### config.mk
export PLATFORM = sky130hd
export DESIGN_NAME = exec_unit
export DESIGN_NICKNAME = d
export VERILOG_FILES = /design/src/rtl/cpu_pkg.sv /design/src/rtl/exec_alu.sv /design/src/rtl/exec_unit.sv
export SDC_FILE = /design/constraint.sdc
export NUM_CORES = 1
export LEC_CHECK = 0
export CORE_UTILIZATION = 35
export CTS_BUF_LIST = sky130_fd_sc_hd__clkbuf_8
export CTS_CLUSTER_DIAMETER = 60
export DETAILED_ROUTE_END_ITERATION = 7
export GPL_TIMING_DRIVEN = 0
export PLACE_DENSITY = 0.55
export REMOVE_ABC_BUFFERS = 1
export SYNTH_ARGS = -nofsm -noshare
export SYNTH_HDL_FRONTEND = slang
export SYNTH_SLANG_ARGS = --single-unit
export TNS_END_PERCENT = 10
### constraint.sdc
create_clock -name clk -period 5 [get_ports clk]
set_clock_uncertainty 0.05 [all_clocks]
set_input_delay 1 -clock clk [delete_from_list [all_inputs] [get_ports clk]]
set_output_delay 1 -clock clk [all_outputs]
set_load 0.02 [all_outputs]
### src/rtl/cpu_pkg.sv
// Shared CPU definitions: opcodes, execute FSM encoding, datapath sizes and decode helpers.
// Opcode C decodes as legal only when CPU_EXEC_MUL_EN is defined.
package cpu_pkg;

    localparam int CPU_DATA_W = 16;
    localparam int CPU_ADDR_W = 4;

    localparam logic [3:0] OP_NOP  = 4'h0;
    localparam logic [3:0] OP_ADD  = 4'h1;
    localparam logic [3:0] OP_SUB  = 4'h2;
    localparam logic [3:0] OP_AND  = 4'h3;
    localparam logic [3:0] OP_OR   = 4'h4;
    localparam logic [3:0] OP_XOR  = 4'h5;
    localparam logic [3:0] OP_NOT  = 4'h6;
    localparam logic [3:0] OP_SHL  = 4'h7;
    localparam logic [3:0] OP_SHR  = 4'h8;
    localparam logic [3:0] OP_LDI  = 4'h9;
    localparam logic [3:0] OP_ADDI = 4'hA;
    localparam logic [3:0] OP_MOV  = 4'hB;
    localparam logic [3:0] OP_MUL  = 4'hC;
    localparam logic [3:0] OP_CLR  = 4'hD;

    typedef enum logic [2:0] {
        ST_IDLE = 3'd0,
        ST_READ = 3'd1,
        ST_EXEC = 3'd2,
        ST_MUL  = 3'd3,
        ST_WB   = 3'd4
    } state_t;

    function automatic logic op_is_illegal(input logic [3:0] op);
`ifdef CPU_EXEC_MUL_EN
        return (op >= 4'hE);
`else
        return (op >= 4'hE) || (op == OP_MUL);
`endif
    endfunction

    function automatic logic op_sets_flags(input logic [3:0] op);
        return ((op >= OP_ADD) && (op <= OP_SHR)) || (op == OP_ADDI) || (op == OP_MUL);
    endfunction

    function automatic logic op_writes(input logic [3:0] op);
        return (op >= OP_ADD) && (op <= OP_MUL);
    endfunction

endpackage

### src/rtl/exec_alu.sv
// Single-cycle combinational ALU for every opcode except the multi-cycle multiply.
module exec_alu
    import cpu_pkg::*;
#(
    parameter int DATA_W = CPU_DATA_W
) (
    input  logic [3:0]        op,
    input  logic [DATA_W-1:0] a,
    input  logic [DATA_W-1:0] b,
    input  logic [7:0]        imm,
    output logic [DATA_W-1:0] result,
    output logic              carry
);

    logic [DATA_W-1:0] imm_ext_s;
    logic [DATA_W:0]   sum_s;
    logic [DATA_W:0]   diff_s;
    logic [DATA_W:0]   addi_s;
    logic [DATA_W:0]   shl_s;
    logic [DATA_W:0]   shr_s;
    logic [3:0]        shamt_s;

    assign imm_ext_s = {{(DATA_W-8){1'b0}}, imm};
    assign shamt_s   = b[3:0];
    assign sum_s     = {1'b0, a} + {1'b0, b};
    assign diff_s    = {1'b0, a} - {1'b0, b};
    assign addi_s    = {1'b0, a} + {1'b0, imm_ext_s};
    // Extra guard bit catches the last bit shifted out; a zero shift leaves it 0.
    assign shl_s     = {1'b0, a} << shamt_s;
    assign shr_s     = {a, 1'b0} >> shamt_s;

    // Opcode decode of result and carry.
    always_comb begin
        result = {DATA_W{1'b0}};
        carry  = 1'b0;
        case (op)
            OP_ADD:  begin result = sum_s[DATA_W-1:0];  carry = sum_s[DATA_W];  end
            OP_SUB:  begin result = diff_s[DATA_W-1:0]; carry = diff_s[DATA_W]; end
            OP_AND:  result = a & b;
            OP_OR:   result = a | b;
            OP_XOR:  result = a ^ b;
            OP_NOT:  result = ~a;
            OP_SHL:  begin result = shl_s[DATA_W-1:0];  carry = shl_s[DATA_W];  end
            OP_SHR:  begin result = shr_s[DATA_W:1];    carry = shr_s[0];       end
            OP_LDI:  result = imm_ext_s;
            OP_ADDI: begin result = addi_s[DATA_W-1:0]; carry = addi_s[DATA_W]; end
            OP_MOV:  result = a;
            default: begin result = {DATA_W{1'b0}};     carry = 1'b0;           end
        endcase
    end

endmodule

### src/rtl/exec_unit.sv
// Execute/write-back controller in front of the register bank: handshake, operand read,
// ALU or shift-add multiply (present only with CPU_EXEC_MUL_EN), write-back and flags.
module exec_unit
    import cpu_pkg::*;
#(
    parameter int DATA_W = CPU_DATA_W,
    parameter int ADDR_W = CPU_ADDR_W
) (
    input  logic              clk,
    input  logic              reset,
    input  logic              instr_valid,
    output logic              instr_ready,
    input  logic [3:0]        instr_op,
    input  logic [ADDR_W-1:0] instr_rd,
    input  logic [ADDR_W-1:0] instr_ra,
    input  logic [ADDR_W-1:0] instr_rb,
    input  logic [7:0]        instr_imm,
    output logic [ADDR_W-1:0] rf_addr_a,
    output logic [ADDR_W-1:0] rf_addr_b,
    input  logic [DATA_W-1:0] rf_data_a,
    input  logic [DATA_W-1:0] rf_data_b,
    output logic              rf_we,
    output logic [ADDR_W-1:0] rf_addr_w,
    output logic [DATA_W-1:0] rf_wdata,
    output logic              rf_clear,
    output logic              done,
    output logic              illegal,
    output logic              flag_z,
    output logic              flag_c
);

    state_t            state_r;
    logic [3:0]        op_r;
    logic [ADDR_W-1:0] rd_r;
    logic [7:0]        imm_r;
    logic [DATA_W-1:0] a_r;
    logic [DATA_W-1:0] b_r;
    logic [DATA_W-1:0] alu_result_s;
    logic              alu_carry_s;

`ifdef CPU_EXEC_MUL_EN
    localparam int CNT_W = $clog2(DATA_W);
    localparam logic [CNT_W-1:0] MUL_LAST = CNT_W'(DATA_W - 1);
    logic [CNT_W-1:0]  mul_cnt_r;
    logic [DATA_W-1:0] acc_r;
    logic [DATA_W-1:0] mcand_r;
    logic [DATA_W-1:0] mplier_r;
    logic [DATA_W-1:0] acc_nxt_s;

    assign acc_nxt_s = acc_r + (mplier_r[0] ? mcand_r : {DATA_W{1'b0}});
`endif

    exec_alu #(.DATA_W(DATA_W)) u_alu (
        .op     (op_r),
        .a      (a_r),
        .b      (b_r),
        .imm    (imm_r),
        .result (alu_result_s),
        .carry  (alu_carry_s)
    );

    // Controller FSM with all outputs registered; pulse outputs default low each cycle.
    always_ff @(posedge clk) begin
        if (!reset) begin
            state_r     <= ST_IDLE;
            op_r        <= OP_NOP;
            rd_r        <= {ADDR_W{1'b0}};
            imm_r       <= 8'h00;
            a_r         <= {DATA_W{1'b0}};
            b_r         <= {DATA_W{1'b0}};
            instr_ready <= 1'b1;
            rf_addr_a   <= {ADDR_W{1'b0}};
            rf_addr_b   <= {ADDR_W{1'b0}};
            rf_we       <= 1'b0;
            rf_addr_w   <= {ADDR_W{1'b0}};
            rf_wdata    <= {DATA_W{1'b0}};
            rf_clear    <= 1'b0;
            done        <= 1'b0;
            illegal     <= 1'b0;
            flag_z      <= 1'b0;
            flag_c      <= 1'b0;
`ifdef CPU_EXEC_MUL_EN
            mul_cnt_r   <= {CNT_W{1'b0}};
            acc_r       <= {DATA_W{1'b0}};
            mcand_r     <= {DATA_W{1'b0}};
            mplier_r    <= {DATA_W{1'b0}};
`endif
        end else begin
            rf_we    <= 1'b0;
            rf_clear <= 1'b0;
            done     <= 1'b0;
            illegal  <= 1'b0;
            case (state_r)
                ST_IDLE: begin
                    if (instr_valid) begin
                        op_r        <= instr_op;
                        rd_r        <= instr_rd;
                        imm_r       <= instr_imm;
                        rf_addr_a   <= instr_ra;
                        rf_addr_b   <= instr_rb;
                        instr_ready <= 1'b0;
                        state_r     <= ST_READ;
                    end else begin
                        state_r     <= ST_IDLE;
                    end
                end
                ST_READ: begin
                    a_r <= rf_data_a;
                    b_r <= rf_data_b;
                    // Undefined opcodes retire straight out of EXEC.
                    if (op_is_illegal(op_r)) begin
                        done    <= 1'b1;
                        illegal <= 1'b1;
                        state_r <= ST_EXEC;
`ifdef CPU_EXEC_MUL_EN
                    end else if (op_r == OP_MUL) begin
                        mul_cnt_r <= {CNT_W{1'b0}};
                        acc_r     <= {DATA_W{1'b0}};
                        mcand_r   <= rf_data_a;
                        mplier_r  <= rf_data_b;
                        state_r   <= ST_MUL;
`endif
                    end else begin
                        state_r <= ST_EXEC;
                    end
                end
                ST_EXEC: begin
                    if (illegal) begin
                        instr_ready <= 1'b1;
                        state_r     <= ST_IDLE;
                    end else begin
                        rf_addr_w <= rd_r;
                        if (op_writes(op_r)) begin
                            rf_we    <= 1'b1;
                            rf_wdata <= alu_result_s;
                        end else begin
                            rf_we    <= 1'b0;
                        end
                        rf_clear <= (op_r == OP_CLR);
                        if (op_sets_flags(op_r)) begin
                            flag_z <= (alu_result_s == {DATA_W{1'b0}});
                            flag_c <= alu_carry_s;
                        end else begin
                            flag_z <= flag_z;
                        end
                        done    <= 1'b1;
                        state_r <= ST_WB;
                    end
                end
                ST_MUL: begin
`ifdef CPU_EXEC_MUL_EN
                    acc_r     <= acc_nxt_s;
                    mcand_r   <= mcand_r << 1;
                    mplier_r  <= mplier_r >> 1;
                    mul_cnt_r <= mul_cnt_r + {{(CNT_W-1){1'b0}}, 1'b1};
                    if (mul_cnt_r == MUL_LAST) begin
                        rf_we     <= 1'b1;
                        rf_addr_w <= rd_r;
                        rf_wdata  <= acc_nxt_s;
                        flag_z    <= (acc_nxt_s == {DATA_W{1'b0}});
                        flag_c    <= 1'b0;
                        done      <= 1'b1;
                        state_r   <= ST_WB;
                    end else begin
                        state_r   <= ST_MUL;
                    end
`else
                    instr_ready <= 1'b1;
                    state_r     <= ST_IDLE;
`endif
                end
                ST_WB: begin
                    instr_ready <= 1'b1;
                    state_r     <= ST_IDLE;
                end
                default: begin
                    instr_ready <= 1'b1;
                    state_r     <= ST_IDLE;
                end
            endcase
        end
    end

endmodule

-- Word level (Yosys, flattened, before mapping)
Cells that the tools add are included.
- register bits after elaboration: 86
- bits of input ports: 59
- output and inout bits: 35
- word-level logic and storage cells: 77
- add/subtract/negate cells: 3
- order comparisons: 4
- equality and inequality tests: 17
- shift operators: 2
- muxes and demuxes: 12
- bitwise logic cells: 8
- reduce and logical (&&, ||, !) cells: 14
- operators by type and width (cell ; count):
    16-bit case mux with 11 select lines ; 1
    4-bit equality test, second input constant ; 6
    16-bit by 16-bit adder with 17-bit output ; 1
    16-bit by 8-bit adder with 17-bit output ; 1
    16-bit by 4-bit left shift with 17-bit output ; 1
    17-bit by 4-bit >> shifter with 17-bit output ; 1
    16-bit by 16-bit subtractor with 17-bit output ; 1
    16-bit AND ; 1
    4-bit by 3-bit equality test with 1-bit output, second input constant ; 4
    16-bit zero test ; 1
    16-bit NOT ; 1
    16-bit OR ; 1
    16-bit bitwise XOR ; 1
    3-bit case mux with 3 select lines ; 1
    3-bit AND reduction ; 3
    4-bit by 2-bit equality test with 1-bit output, second input constant ; 2
    4-bit less-or-equal comparator, second input constant ; 2
    1-bit 2-to-1 mux ; 6
    2-bit AND reduction ; 3
    1-bit case mux with 5 select lines ; 1
    4-bit by 1-bit equality test with 1-bit output, second input constant ; 1
    4-bit by 1-bit greater-or-equal comparator with 1-bit output, second input constant ; 1
    4-bit greater-or-equal comparator, second input constant ; 1
    2-bit != test, second input constant ; 2
    other kinds (10) ; 16

-- Depth between registers and ports, before layout
- depth in word-level cells: 5
- gate-level depth with buffers: 15
- mapped depth without buffers: 12

-- Cells and area by module
A second synthesis with hierarchy kept.
- cells, all modules: 1104
- area total of the unflattened synthesis: 8061.5 um^2
- modules (own cells, without submodules) (module ; instances ; cells each ; area an instance (um^2) ; seq. area each (um^2)):
    exec_alu ; 1 ; 753 ; 5042.3 ; 0.0
    exec_unit ; 1 ; 351 ; 3019.1 ; 1721.7

-- Worst setup path after synthesis
OpenSTA, ideal clock, no wires.
- path type: reg-to-reg
- start point: register b_r[1]
- end point: register flag_z
- setup time: 0.075 ns
- arrival time: 3.396 ns
- data required time: 4.875 ns
- path slack: 1.479 ns
- stages on the path, launching flop included: 16
- path buffers: 4
- period minus slack after synthesis: 3.521 ns
- cell sequence: dfxtp_1 > buf_2 > buf_4 > buf_4 > buf_2 > inv_1 > ha_1 > a211oi_1 > o21ai_1 > a2111oi_2 > o41ai_1 > xor2_1 > a221oi_1 > a21oi_1 > or3_1 > o22ai_1
- cells in the longest elaborated chain, start to end: 3
- elaborated cells on any way between the ends: 9
- those cells by class: add/sub (2); shift (2); mux (1); bitwise (3); reduce/logical (1)
- ends and longest elaborated chain (item ; RTL line ; source):
    start: declaration ; exec_unit.sv:37 ; logic [DATA_W-1:0] b_r;
    start signal: assignment ; exec_unit.sv:70 ; b_r <= {DATA_W{1'b0}};
    start signal: assignment ; exec_unit.sv:109 ; b_r <= rf_data_b;
    16-bit by 16-bit subtractor with 17-bit output, or another cell as far along ; exec_alu.sv:26 ; assign diff_s = {1'b0, a} - {1'b0, b};
    16-bit case mux with 11 select lines * ; exec_alu.sv:36 ; case (op)
    16-bit zero test * ; exec_unit.sv:141 ; flag_z <= (alu_result_s == {DATA_W{1'b0}});
    end signal: assignment ; exec_unit.sv:141 ;
    end signal: assignment ; exec_unit.sv:144 ; flag_z <= flag_z;
    end: declaration ; exec_unit.sv:28 ; output logic flag_z,
Every way passes the cells marked *; elsewhere a longest branch is shown, timed or not.
A chain may end at the register's enable or synchronous reset.

-- Final worst setup path
- start point: register b_r[2]
- end point: register flag_z
Same word-level chain as after synthesis.

==> metrics <==
status completed; Setup CP Type register to register; Core Util, Final 41.6%; Hold Crit Class register to register; I/O Buffers 93; worst setup margin 448 ps; Post-Synth Simple-Gate Area 22.6%; hpwl dp 21800 um; Reg clk slew, reported paths 100 ps; row count 56; Initial Utilization 36.1%; CTS tree yes; # setup viols final 0; crit path DAT 4830 ps; drt wl/cell 20.2 um; initial antenna violation count 0; Core Region 23800 sq um; Synth cell types 87; Hold Path Depth 2; first-pass GRT wire length 45800 um; P_sw 751 uW; post-route ant nets 0; prevailing post-synth register cell dfxtp_1; DR DRC count 0; total grt overflow 0; Post-synth EDFFs 0; CP Capture Type register; number of antenna diodes 0; Max Clk Rate 220 MHz; async set-reset flop share out of synthesis 0%; # clock sinks 86; RSZ-0062 raised after global routing false; CP Max Fanout 35; Comb power frac 31.5%; fraction of the mapped netlist area in adder cells 10.2%; synthesized cell area 8570 sq um; routed vias/inst 5.87; vias 8483; die area 25100 sq um; initial DRC count 900; Slew Viols, Final 0; final wirelength 29200 um; reg2reg path depth 11; Pwr per Cell Area 195 nW/um^2; total power 1.92 mW; Post-Synthesis Cells 1101; final hold violations 0; Compound-Gate Fraction of Synth Area 26.8%; #FFs+latches synth 86; GRT Total Usage 24.0%; switch share 39.1%; io pins 94; leakage power 3.42 nW; Die W 159 um; clk buf depth 2; CP Launch Type register; setup TNS 0 ps; mux share of post-synthesis cell area 12.3%; largest net degree at the start of global routing 49; vias in the first global route 7870; Mapped Avg Cell Area 7.79 sq um; Worst-Margin Slew 1430 ps; Clock Power Share 27.5%; fin nets 1249; yosys warns 0; gpl congestion 0.947; # Max-Cap Violations 0; share of cells above drive strength 1 7.28%; final worst path period share 91.0%; Int Power 1.17 mW; sequential group share of total power 41.0%; XOR/XNOR Fraction of Synth Area 1.12%; depth of the CTS H-tree 3; normalized max-slew margin 4.80%; TritonRoute pass-1 iters 6; Layout area overhead 15.2%; Root Buffer clkbuf_8; CTS Buf Count 9; crit path time final 4550 ps; Die Span Y 159 um; critical path required time 5270 ps; maximum vdd drop 0.160 mV; worst skew pair latency 400 ps; Seq/Total Area, Yosys 20.1%; combinational family with the most area after synthesis compound AO/OA/AOI/OAI gates; pre-CTS setup slack -40.1 ps
-- cell type report --
class                           instances  area [sq um]
Multi-Input combinational cell        873          6300
Clock buffer                            9           124
Fill cell                            2466         13900
Inverter                               52           195
Timing Repair Buffer                  100          1050
Sequential cell                        86          1730
Tap cell                              319           399
Clock inverter                          7          86.3
-- stage by stage --
step	instances	hold WS, ps	cell area [sq um]
after global routing	1446	439	9880
final	1446	419	9880
after floorplan	1011	391	8180
after global placement	1423	404	9510
after detailed placement	1430	409	9660
after CTS	1446	423	9870
-- logic make-up (layout without fill, tap and decap cells) --
group / Yosys count / count (layout)
fa+ha+maj: 68 / 68
flops: 86 / 86
simple gates: 405 / 405
xor+xnor: 11 / 11
mux: 65 / 65
compound gates: 324 / 324
buf+inv: 142 / 168
-- flip-flops by register name, indices dropped and copies added, names as in the netlist --
register,flops
a_r,16
b_r,16
done,1
flag_c,1
flag_z,1
illegal,1
imm_r,8
instr_ready,1
op_r,4
rd_r,4
rf_addr_a,4
rf_addr_b,4
rf_addr_w,4
rf_clear,1
rf_wdata,16
rf_we,1
state_r,3
-- layout by cell type, fill, tap and decap left out, types with 31 or more instances in the layout --
cell	count
a21boi_0	63
a21oi_1	53
inv_1	50
o21ai_0	46
nor2_1	58
mux2i_1	31
clkdlybuf4s50_1	92
dfxtp_1	81
nand3_1	31
nand2_1	175
ha_1	65
-- critical path, cell delays in order, from the launching register on --
cell      delay, ps
dfxtp_2         830
inv_2           380
ha_1            500
nor2_1          240
o221ai_1        290
a21oi_1         500
a311oi_1        240
a221oi_1        320
o221ai_1        270
o41ai_1         460
nand4_1         190
o22ai_1         190
-- per-layer routing --
metal	track usage, %	share of wire (%)	up-vias
li1	-	-	4068
met1	33.2	46	4056
met2	36.9	44	320
met3	4.98	7.4	39
met4	7.78	2.4	0
met5	0	0	-
-- power by group through the flow --
stage	Sequential, mW	Combinational, mW	Clock [mW]
global route	0.796	0.658	0.581
detailed placement	0.803	0.595	0
finish	0.789	0.605	0.529
global placement	0.809	0.577	0
CTS	0.788	0.598	0.554
floorplan	0.787	0.367	0
-- synthesized netlist by cell type (5+ instances only) --
library cell	count	area (sq um)
nor2b_1	26	163
xnor2_1	8	70.1
or3_1	7	43.8
a31oi_1	14	87.6
nand3_1	31	155
mux2i_1	31	310
o21ai_1	5	25.0
nand3b_1	5	37.5
a32oi_1	6	52.6
o22ai_1	11	68.8
o311ai_0	6	52.6
and2_1	7	43.8
a21boi_0	63	473
mux4_2	27	608
buf_2	19	95.1
a222oi_1	8	80.1
inv_1	50	188
a22oi_1	12	90.1
dfxtp_1	86	1720
clkbuf_1	61	229
ha_1	65	813
a221oi_1	8	70.1
and3_1	11	68.8
nor3_1	25	125
a211oi_1	10	75.1
o21a_1	7	52.6
nand4_1	7	43.8
nand2_1	176	661
nor4_1	8	50.1
nand2b_1	17	106
a21o_1	10	75.1
a21oi_1	54	270
o211ai_1	9	67.6
o21ai_0	46	230
nor2_1	58	218
or2_2	5	31.3
a22o_1	6	52.6
-- path summary, 6_finish.rpt --
path	start	end	slack (ps)
max	b_r[2]	flag_z	450
min	rf_addr_b[1]	rf_addr_b[1]	420
max reg2reg	b_r[2]	flag_z	450
min reg2reg	rf_addr_b[1]	rf_addr_b[1]	420
-- what timing repair did --
| action | in CTS | in global routing |
|---|---|---|
| hold buffers | 0 | 0 |
| buffers inserted | 0 | 0 |
| gates resized for setup | 1 | 0 |
| endpoints found under the setup margin | 1 | 0 |
Note: power is estimated with default switching activity, not from simulation.
